$ cat src/rtl/shift_register_param.sv
// Parametrised universal shift register.
// Supports parallel load, multi-bit shift/rotate/arithmetic-shift sequences
// executed one bit per clock, and a serial in/out path for chaining.
module shift_register_param #(
  parameter int WIDTH = 8,
  parameter int AMT_W = 3
) (
  input  logic             clk,
  input  logic             rst,
  input  logic             load,
  input  logic [WIDTH-1:0] ld_data,
  input  logic             start,
  input  logic [2:0]       mode,
  input  logic [AMT_W-1:0] amt,
  input  logic             ser_in,
  output logic [WIDTH-1:0] op,
  output logic             ser_out,
  output logic             busy,
  output logic             done
);

  typedef enum logic {
    IDLE,
    SHIFT
  } state_e;

  localparam logic [2:0] MODE_SHL = 3'b000;
  localparam logic [2:0] MODE_SHR = 3'b001;
  localparam logic [2:0] MODE_ROL = 3'b010;
  localparam logic [2:0] MODE_ROR = 3'b011;
  localparam logic [2:0] MODE_ASR = 3'b100;

  state_e           state, state_n;
  logic [AMT_W-1:0] cnt, cnt_n;
  logic [2:0]       mode_q, mode_n;
  logic [WIDTH-1:0] op_n;
  logic             ser_n;
  logic             busy_n;
  logic             done_n;

  // State, latched operation and all outputs are registered here.
  always_ff @(posedge clk or posedge rst) begin
    if (rst) begin
      state   <= IDLE;
      cnt     <= '0;
      mode_q  <= '0;
      op      <= '0;
      ser_out <= 1'b0;
      busy    <= 1'b0;
      done    <= 1'b0;
    end else begin
      // NOTE: non-blocking assignments so every register samples the
      // pre-edge values computed by the combinational block.
      state   <= state_n;
      cnt     <= cnt_n;
      mode_q  <= mode_n;
      op      <= op_n;
      ser_out <= ser_n;
      busy    <= busy_n;
      done    <= done_n;
    end
  end

  // Next-state, single-step datapath and handshake outputs.
  always_comb begin
    // NOTE: every target gets a default first so no path can infer a latch.
    state_n = state;
    cnt_n   = cnt;
    mode_n  = mode_q;
    op_n    = op;
    ser_n   = ser_out;
    busy_n  = 1'b0;
    done_n  = 1'b0;

    unique case (state)
      IDLE: begin
        if (load) begin
          // Load wins over a simultaneous start; that start is dropped.
          op_n = ld_data;
        end else if (start) begin
          if (amt == '0) begin
            done_n = 1'b1;
          end else begin
            mode_n  = mode;
            cnt_n   = amt;
            state_n = SHIFT;
            busy_n  = 1'b1;
          end
        end
      end

      SHIFT: begin
        unique case (mode_q)
          MODE_SHL: begin
            op_n  = {op[WIDTH-2:0], ser_in};
            ser_n = op[WIDTH-1];
          end
          MODE_SHR: begin
            op_n  = {ser_in, op[WIDTH-1:1]};
            ser_n = op[0];
          end
          MODE_ROL: begin
            op_n  = {op[WIDTH-2:0], op[WIDTH-1]};
            ser_n = op[WIDTH-1];
          end
          MODE_ROR: begin
            op_n  = {op[0], op[WIDTH-1:1]};
            ser_n = op[0];
          end
          MODE_ASR: begin
            op_n  = {op[WIDTH-1], op[WIDTH-1:1]};
            ser_n = op[0];
          end
          default: begin
            // Reserved modes step the counter but leave the data alone.
            op_n  = op;
            ser_n = ser_out;
          end
        endcase

        cnt_n = cnt - AMT_W'(1);
        if (cnt == AMT_W'(1)) begin
          state_n = IDLE;
          done_n  = 1'b1;
        end else begin
          busy_n = 1'b1;
        end
      end

      default: state_n = IDLE;
    endcase
  end

endmodule

$ cat config.mk
export PLATFORM = sky130hd
export DESIGN_NAME = shift_register_param
export DESIGN_NICKNAME = d
export VERILOG_FILES = /design/src/rtl/shift_register_param.sv
export SDC_FILE = /design/constraint.sdc
export NUM_CORES = 1
export LEC_CHECK = 0
export ABC_AREA = 1
export BUFFER_PORTS_ARGS = -buffer_cell sky130_fd_sc_hd__clkbuf_2
export CAP_MARGIN = 0
export CORE_MARGIN = 5
export CORE_UTILIZATION = 44
export CTS_BUF_LIST = sky130_fd_sc_hd__clkbuf_4
export DETAILED_ROUTE_END_ITERATION = 10
export PLACE_DENSITY = 0.7
export RECOVER_POWER = 100
export SLEW_MARGIN = 20
export SYNTH_ARGS = -nofsm -noshare
export SYNTH_HDL_FRONTEND = slang
export SYNTH_SLANG_ARGS = --single-unit
$ cat constraint.sdc
create_clock -name clk -period 4.09 [get_ports clk]
set_clock_uncertainty 0.2 [all_clocks]
set_input_delay 0.409 -clock clk [delete_from_list [all_inputs] [get_ports clk]]
set_output_delay 0.409 -clock clk [all_outputs]
set_load 0.05 [all_outputs]
### After elaboration in Yosys (flattened, before gate mapping)

Cells that the tools add are included.

* add/subtract/negate cells: 1
* equal/unequal tests: 12
* mux-type cells: 18
* bitwise gates (word level): 3
* reductions and logical operators: 10

Operators by type and width (number)
* one-hot mux 8 bit (5 select lines): 1
* one-hot mux 8 bit (2 select lines): 1
* != test 2 bit, second input constant: 5
* two-way mux 3 bit: 3
* two-way mux 1 bit: 8
* two-way mux 8 bit: 1
* equality test 3 x 1 -> 1 bit, second input constant: 2
* equality test 3 x 2 -> 1 bit, second input constant: 2
* logical NOT 3 bit: 2
* != test 6 x 1 -> 1 bit, second input constant: 1
* one-hot mux 1 bit (2 select lines): 3
* one-hot mux 3 bit (2 select lines): 1
* AND reduction 3 bit: 2
* != test 5 x 1 -> 1 bit, second input constant: 1
* AND reduction 2 bit: 2
* AND reduction 4 bit: 1
* equality test 3 bit, second input constant: 1
* NOT 1 bit: 3
* OR reduction 3 bit: 1
* subtractor 3 x 1 -> 3 bit, second input constant: 1
* nonzero test 2 bit: 1
* OR reduction 2 bit: 1

* flip-flop bits (word level): 17
* input port bits: 19
* output and inout port bits: 11
* word-level logic and storage cells: 51

### Depth between registers and ports, before layout

* word-level depth: 5
* depth in mapped cells: 8

### Least setup slack after synthesis

OpenSTA, ideal clock, no wires.

* path type: register -> register
* start: reg state
* end: reg op[1]
* library setup time: 124 ps
* data arrival time: 1358 ps
* slack: 2409 ps
* cell stages (with the launch flop): 8
* path buffers: 1
* path through: dfrtp_1 buf_6 nor2_2 nor2_1 nor2_4 inv_2 nor2_1 a21oi_1

* longest elaborated chain between the ends: 3
* elaborated cells on any way between the ends: 5
* classes of those cells: 2 x eq/ne; 1 x mux; 1 x bitwise; 1 x reduce/logical

RTL lines
* start: declaration: RTL line 33 `state_e state, state_n;`
* start signal: assignment: RTL line 54 `state <= state_n;`
* NOT 1 bit (no line)
* != test 2 bit (no line)
* AND reduction 2 bit (no line)
* end signal: assignment: RTL line 57 `op <= op_n;`
* end: declaration: RTL line 16 `output logic [WIDTH-1:0] op,`

Several ways; a longest one is shown, not always the timed one.
A chain may end at the register's enable or synchronous reset.

==> impl_metrics.tcl <==
set metrics [dict create \
    outcome "complete, but fails checks" \
    violations "hold timing" \
    syn-instance-count 134 \
    layout_commonest_cell "a21oi_1" \
    final_cell_mix "a21oi_1, nand2_1, inv_1, clkbuf_2, dfrtp_1" \
    synthTopCellsByArea "dfrtp_1, a21oi_1, nand2_1, nand3_1, inv_1" \
    syn_nets 155 \
    wl_met3_um 126 \
    fin_tns_setup_ns 0 \
    regArea_um2 425 \
    post-place-ws_ns 2.37 \
    routed_via_density 4.98 \
    dr.pass1.iters 4 \
    routed.top_layer "met4" \
    clock_latency_ns 0.28 \
    drv_slew 0 \
    vias 961 \
    clock_path_buffers 2 \
    crit_buf_inv 1 \
    cts_made_buffers 3 \
    synthToLayoutAreaGrowth_pct 15.6 \
    die_width_um 58.2 \
    final.min_clock_period_ns 2.15 \
    cts_tree "done" \
    crit_family "flip-flops" \
    layout.nets 187 \
    hold_class "in2async" \
    hold_viol 17 \
    insertedDiodeCount 0 \
    grt_overflow_total 0 \
    dp_hpwl_um 1740 \
    reg2regPathDepth 5 \
    cts_sinks 17 \
    grt_pass1_vias 924 \
    cts_root_buf "clkbuf_4" \
    synthDominantCellAreaShare 0.416 \
    met1Wirelength_um 965 \
    synthDistinctLibCells 26 \
    dieArea_mm2 0.00339 \
    finalSetupViolCount 0 \
    start_kind "flop" \
    pin_count 30 \
    rr_endpoint "op[5]" \
    synth.avg_cell_area_um2 7.64 \
    grt.total_usage 0.148 \
    cts_resized 0 \
    clock.fmax_ghz 0.466 \
    cts_hold_buf 0 \
    worstPathArrival_ns 1.54 \
    ys_seq_area_frac 0.416 \
    synth_seq_cells 17 \
    layout_setup_ws_ns 1.94 \
    drc 0 \
    place_congestion 0.839 \
    reg2reg_from "state" \
    fin_crit_sh 0.525 \
    drt_iter0_drc 27 \
    htree_levels 1 \
    cts_setup_buffers 0 \
    drt_wl_total_um 2200 \
    ir_worst_vdd_mv 0.424 \
    routedWlPerCell_um 11.4 \
    startpoint "state" \
    power_leakage_nw 0.620 \
    dieHeight_um 58.2 \
    rsz0062_at_grt "no" \
    timing.hold.ws_ns -0.0231 \
    num_rows 17 \
    synth.cell_area_mm2 0.00102 \
    crit_end "busy" \
    start_util 0.463 \
    ys.warnings.count 0 \
    path_depth 1 \
    io_buffers 29 \
    slew_headroom 0.567 \
    fillerInstances 243 \
    crit_chain "clkbuf_1" \
    synth_top_area_cell "dfrtp_1" \
    grt_pass1_wl_um 3920 \
    critical-path-slowest-cell "dfrtp_1" \
    wl_met2_um 1100 \
    critical_path_class "reg2out" \
    clkTransAtPathRegs_ns 0.10 \
    crit_path_max_fanout 20 \
    drive_above_1_share 0.194 \
    grt_start_max_net_pins 21 \
    maxCapViolCount 0 \
    required_ns 3.48 \
    rrSetupSlack_ns 1.98 \
    critPathMaxStageDelay_ns 0.72 \
    antenna_found_initial 0 \
    core_mm2 0.00221 \
    ant_nets 0 \
    multi_input_area_um2 480 \
    tightest_slew_ns 0.649 \
    crit_path_end_kind "primary output" \
    powerDensity_mw_per_mm2 957 \
]
synthesized netlist by cell type (all sizes together):
| cell type | count |
|---|---|
| or2 | 1 |
| o21ai | 3 |
| nand3 | 16 |
| o211ai | 1 |
| o22ai | 2 |
| a31oi | 2 |
| a21oi | 21 |
| dfrtp | 17 |
| o31ai | 1 |
| clkbuf | 1 |
| nand4 | 1 |
| nand2 | 24 |
| ha | 2 |
| nor2 | 18 |
| nand3b | 2 |
| buf | 1 |
| inv | 21 |
worst min-delay path by stage:
stage / from / to / slack, ns / cells after the start
after global routing: rst / op[5] / 0.03 / 2
after detailed placement: cnt[2] / cnt[2] / 0.31 / 2
after CTS: rst / cnt[2] / 0.0004 / 2
after global placement: rst / done / 0.31 / 2
after floorplan: rst / cnt[0] / 0.14 / 1
final: rst / done / -0.02 / 2
cell families after synthesis:
group | share of synthesized area
buffers and inverters | 0.104
adder cells (fa/ha/maj) | 0.0244
flip-flops | 0.416
AND/OR/NAND/NOR | 0.296
AO/OA/AOI/OAI | 0.160
per-stage QoR:
stage / std cells / utilization / instance area, um^2 / hold slack (ns) / power, mW
floorplan: 134 / - / 1020 / 0.135 / 0.933
global placement: 189 / 0.533 / 1180 / 0.307 / 1.06
detailed placement: 189 / 0.533 / 1180 / 0.313 / 1.07
CTS: 193 / 0.546 / 1210 / 0.000357 / 1.17
global route: 193 / 0.535 / 1180 / 0.0260 / 1.25
finish: 193 / 0.535 / 1180 / -0.0231 / 1.13
state kept, by name, summed over array words and instances, names as in the netlist:
| register | cells |
|---|---|
| ser_out | 1 |
| op | 8 |
| cnt | 3 |
| done | 1 |
| mode_q | 3 |
| state | 1 |
final cells by class:
type	count	share of cell area
Clock buffer	4	0.0254
Tap cell	28	0.0296
Timing Repair Buffer	29	0.111
Inverter	21	0.0687
Multi-Input combinational cell	94	0.406
Sequential cell	17	0.359
metal layers:
metal  vias up  global-route usage
met4         0              0.0497
met3         2              0.0267
met1       436               0.184
met5         -                   0
met2        19               0.258
li1        504                   -
report_power, final:
part	leakage, nW	total [mW]	switching, mW	internal [mW]
Combinational	0.409	0.689	0.487	0.203
Clock	0.0184	0.0954	0.0509	0.0444
Sequential	0.193	0.349	0.0936	0.255
Note: power is estimated with default switching activity, not from simulation.
